**config.mk**
```make
export PLATFORM = sky130hd
export DESIGN_NAME = univ_shift_reg
export DESIGN_NICKNAME = d
export VERILOG_FILES = /design/src/rtl/usr_pkg.sv /design/src/rtl/usr_bit.sv /design/src/rtl/univ_shift_reg.sv
export SDC_FILE = /design/constraint.sdc
export NUM_CORES = 1
export LEC_CHECK = 0
export BUFFER_PORTS_ARGS = -buffer_cell sky130_fd_sc_hd__buf_2
export CAP_MARGIN = 25
export CORE_MARGIN = 2
export CORE_UTILIZATION = 45
export CTS_BUF_LIST = sky130_fd_sc_hd__clkbuf_4 sky130_fd_sc_hd__clkbuf_8 sky130_fd_sc_hd__clkbuf_16
export DETAILED_ROUTE_END_ITERATION = 10
export HOLD_SLACK_MARGIN = 0.1
export PLACE_DENSITY = 0.83
export SYNTH_ARGS = -nofsm -noshare
export SYNTH_HDL_FRONTEND = slang
export SYNTH_SLANG_ARGS = --single-unit
```
**constraint.sdc**
```tcl
create_clock -name c -period 2.1 [get_ports c]
set_input_delay 0.21 -clock c [delete_from_list [all_inputs] [get_ports c]]
set_output_delay 0.21 -clock c [all_outputs]
set_load 0.02 [all_outputs]
```
**src/rtl/usr_pkg.sv**
```systemverilog
// Shared mode encodings for the universal shift register and its bit cell.
package usr_pkg;

  localparam logic [2:0] MODE_HOLD = 3'b000;
  localparam logic [2:0] MODE_SHL  = 3'b001;
  localparam logic [2:0] MODE_SHR  = 3'b010;
  localparam logic [2:0] MODE_ROL  = 3'b011;
  localparam logic [2:0] MODE_ROR  = 3'b100;
  localparam logic [2:0] MODE_LOAD = 3'b101;
  localparam logic [2:0] MODE_ASR  = 3'b110;
  localparam logic [2:0] MODE_CLR  = 3'b111;

endpackage

```
**src/rtl/usr_bit.sv**
```systemverilog
// One storage bit of the universal shift register: 8:1 next-value select,
// synchronous reset to RST_BIT, clock enable.
module usr_bit
  import usr_pkg::*;
#(
  parameter logic RST_BIT = 1'b0
) (
  input  logic       c,
  input  logic       rs,
  input  logic       en,
  input  logic [2:0] mode,
  input  logic       d,
  input  logic       lo_shift,  // value arriving from below on SHL
  input  logic       lo_rot,    // value arriving from below on ROL
  input  logic       hi_shift,  // value arriving from above on SHR
  input  logic       hi_rot,    // value arriving from above on ROR
  input  logic       hi_asr,    // value arriving from above on ASR
  output logic       q
);

  logic q_next;

  always_comb begin
    q_next = q;
    case (mode)
      MODE_HOLD: q_next = q;
      MODE_SHL:  q_next = lo_shift;
      MODE_SHR:  q_next = hi_shift;
      MODE_ROL:  q_next = lo_rot;
      MODE_ROR:  q_next = hi_rot;
      MODE_LOAD: q_next = d;
      MODE_ASR:  q_next = hi_asr;
      MODE_CLR:  q_next = RST_BIT;
      default:   q_next = q;
    endcase
  end

  always_ff @(posedge c) begin
    if (rs)      q <= RST_BIT;
    else if (en) q <= q_next;
  end

endmodule

```
**src/rtl/univ_shift_reg.sv**
```systemverilog
// WIDTH-bit universal shift register built from usr_bit cells; the generate
// loop wires each cell to its neighbours and ties chain ends to serial/wrap bits.
module univ_shift_reg
  import usr_pkg::*;
#(
  parameter int               WIDTH     = 8,
  parameter logic [WIDTH-1:0] RESET_VAL = {WIDTH{1'b0}}
) (
  input  logic             c,
  input  logic             rs,
  input  logic             en,
  input  logic [2:0]       mode,
  input  logic [WIDTH-1:0] d,
  input  logic             sin_lsb,
  input  logic             sin_msb,
  output logic [WIDTH-1:0] q,
  output logic [WIDTH-1:0] qb,
  output logic             sol,
  output logic             sor
);

  logic [WIDTH-1:0] lo_shift;
  logic [WIDTH-1:0] lo_rot;
  logic [WIDTH-1:0] hi_shift;
  logic [WIDTH-1:0] hi_rot;
  logic [WIDTH-1:0] hi_asr;

  for (genvar i = 0; i < WIDTH; i++) begin : g_bit
    // With WIDTH=1 both ends coincide, so ROL/ROR/ASR see q[0] and hold.
    if (i == 0) begin : g_lsb
      assign lo_shift[i] = sin_lsb;
      assign lo_rot[i]   = q[WIDTH-1];
    end else begin : g_lo
      assign lo_shift[i] = q[i-1];
      assign lo_rot[i]   = q[i-1];
    end

    if (i == WIDTH-1) begin : g_msb
      assign hi_shift[i] = sin_msb;
      assign hi_rot[i]   = q[0];
      assign hi_asr[i]   = q[WIDTH-1];
    end else begin : g_hi
      assign hi_shift[i] = q[i+1];
      assign hi_rot[i]   = q[i+1];
      assign hi_asr[i]   = q[i+1];
    end

    usr_bit #(
      .RST_BIT (RESET_VAL[i])
    ) u_bit (
      .c        (c),
      .rs       (rs),
      .en       (en),
      .mode     (mode),
      .d        (d[i]),
      .lo_shift (lo_shift[i]),
      .lo_rot   (lo_rot[i]),
      .hi_shift (hi_shift[i]),
      .hi_rot   (hi_rot[i]),
      .hi_asr   (hi_asr[i]),
      .q        (q[i])
    );
  end

  assign qb  = ~q;
  assign sol = q[WIDTH-1];
  assign sor = q[0];

endmodule
```
==> metrics.md <==
| Metric | Value |
|---|---|
| Total setup buffers inserted after CTS | 0 |
| Clock period minus worst slack | between 1 and 1.5 ns |
| Yosys cell types | 26 |
| Mapped Nets | ~90 |
| Post-Synth XOR/XNOR Area | under 10% |
| Pwr Density | between 600 and 700 mW/mm² |
| Vias in the first global route | roughly 470 |
| Worst setup SP type | primary input |
| Final Skew | about 0.0051 ns |
| GRT Residual Overflow | 0 |
| Clk root buf | clkbuf_4 |
| Cts hold-fix bufs | 0 |
| Class of the worst hold path | in2reg |
| Clock sink total | 8 |
| Post-Syn Instances | 76 |
| Simple-gate area share of the yosys netlist | roughly 16% |
| Final Total Pwr | 0.000429 W |
| Crit Path Category | in2reg |
| RePlAce Congestion | approximately 0.75 |
| Initial Util | between 40% and 50% |
| Initial drt markers | 14 |
| Worst path arrival time | 1.40 ns |
| Final ANT Viol Nets | 0 |
| Status | completed |
| Worst Tran Pin Value | ~0.55 ns |
| Avg Cell Area, Syn | roughly 8 µm² |
| Setup_tns | 0 ns |
| Regs by FF count | g_bit.u_bit.q (8) |
| Total number of vias | ~590 |
| Routed WL | ~1300 µm |
| Seq/Total Area, Yosys | around 27% |
| Fin crit share | approximately three fifths |
| Initial antenna violation count | 0 |
| CTS max path bufs | 2 |
| Diode count | 0 |
| Synth Area in Compound Gates | around 31% |
| Final Cell Area | 694 µm² |
| Port bufs | 33 |
| Leakage power | 0.310 nW |
| Setup crit end kind | flip-flop |
| Die width | about 40 µm |
| Max_cap viols | 0 |
| Worst VDD drop | between 400 and 500 µV |
| Routed len/inst | roughly 12 µm |
| Critical-path maximum fanout | 14 |
| Drt first pass iters | 4 |
| Reg with most FFs | g_bit.u_bit.q |
| GR Util All Layers | between 15 and 20% |
| Die Ht | between 40 and 50 µm |
| Synth warn | 0 |
| Dpl ws | ~0.64 ns |
| Skew-Pair Late Insertion Delay | between 0.2 and 0.3 ns |
| Final Hold Viols | 0 |
| Synth Cell Area | 594 µm² |
| Relative slew slack | a little over three fifths |
| Syn-to-layout area delta | 16.8% |
| Final Max Slew Viols | 0 |
| # rows | 13 |
| Final setup fails | 0 |
| Cts repair resizes | 0 |
| Io pins | 34 |
| Via/cell ratio | between 5 and 6 |
| RSZ-0062 raised after global routing | false |
| Global-route wire length before repair | 1900 µm |
| Hold Path Cell Cnt | 2 |
| Number of flip-flops in the largest register | 8 |
| Clock-pin slew of the registers on the worst-case setup and hold paths | about 0.06 ns |
| Final Net Count | roughly 120 |
| R2R cell count | 3 |
| # DRC | 0 |
| Yosys reg bits | 8 |
| FILL cells | about 130 |
| Largest family of logic cells by synthesized area | compound AO/OA/AOI/OAI gates |
| CTS tree | built |
| CTS H-tree depth | 1 |
| Max Freq | 806 MHz |
| Core Area | 0.00127 mm² |
| Layout cell share with drive strength beyond 1 | about 40% |
| Mux contribution to synthesized area | 0% |
| PnR worst setup slack | 0.860 ns |
| Placed cell area | 672 µm² |
| Pin count of the biggest net entering global routing | 15 |
| Core Util, Final | a little over half |
| Num CTS Buffers | 3 |
| Die footprint | 0.00163 mm² |
| Req. time, crit path | around 2.3 ns |
| Adder-cell share of the synthesized area | 0% |
| Dpl hpwl | just under 1000 µm |
==> power breakdown <==
group	total [W]	leakage, nW	internal [W]	switching, W
Clock	0.000116	0.0138	0.0000653	0.0000511
Combinational	0.000136	0.230	0.0000521	0.0000836
Sequential	0.000177	0.0661	0.000164	0.0000128
==> cells in the mapped netlist <==
library cell	number	area (µm²)
nor3_1	1	5.00
a21boi_2	1	11.3
buf_2	1	5.00
buf_1	1	3.75
a311o_1	1	10.0
a311oi_1	6	52.6
nor2_1	9	33.8
clkbuf_1	1	3.75
buf_4	8	60.1
a21oi_1	3	15.0
xor2_1	1	8.76
and2b_4	1	10.0
buf_6	3	33.8
o22ai_1	2	12.5
inv_1	10	37.5
o32ai_1	1	8.76
nor3b_1	1	7.51
a32o_1	1	10.0
o21ai_0	1	5.00
o21a_1	1	7.51
nand3_1	1	5.00
nor2b_4	1	13.8
a32oi_1	5	43.8
a22oi_1	1	7.51
dfxtp_1	8	160
nand2_1	6	22.5
==> worst max-delay path, cell delays in order <==
cell      delay [ns]
buf_2           0.22
inv_1           0.12
a21oi_1         0.40
a22oi_1         0.17
a311oi_1        0.27
==> final cells by class <==
class | instances | area (µm²) | share of cell area [%]
Inverter | 10 | 37.5 | 5.41
Tap cell | 15 | 18.8 | 2.70
Timing Repair Buffer | 33 | 165 | 23.8
Clock buffer | 3 | 22.5 | 3.24
Sequential cell | 8 | 160 | 23.1
Multi-Input combinational cell | 44 | 290 | 41.8
==> per-layer routing <==
metal	routed length [µm]	part of all wire, %	global-route usage [%]	vias to the layer above
li1	-	-	-	307
met1	598	46	21.6	250
met2	584	45	28.6	26
met3	112	8.6	5.00	2
met4	11	0.84	7.50	0
met5	0	0	0	-
==> kinds of logic after synthesis <==
family,Yosys count
buffers and inverters,24
AO/OA/AOI/OAI,23
AND/OR/NAND/NOR,20
flip-flops,8
XOR/XNOR,1
==> per-stage QoR <==
step | cells | hold WS, ns
after floorplan | 76 | 0.396
after global routing | 113 | 0.270
final | 113 | 0.254
after global placement | 110 | 0.504
after CTS | 113 | 0.257
after detailed placement | 110 | 0.519
==> final timing paths <==
check	start	endpoint	slack [ns]
setup / recovery	mode[0]	g_bit[6].u_bit.q	0.86
hold / removal	rs	g_bit[3].u_bit.q	0.25
hold reg to reg	g_bit[4].u_bit.q	g_bit[3].u_bit.q	0.52
setup reg to reg	g_bit[0].u_bit.q	g_bit[7].u_bit.q	0.99
==> layout by cell type, fill, tap and decap left out, types with 2 or more instances in the layout <==
cell type / synthesis / layout
a21oi_1: 3 / 3
dfxtp_1: 8 / 8
nor2_1: 9 / 9
inv_1: 10 / 10
nand2_1: 6 / 6
o22ai_1: 2 / 2
a32oi_1: 5 / 5
clkbuf_4: 0 / 3
a311oi_1: 6 / 6
buf_2: 1 / 33
(Power assumes the default switching activity.)
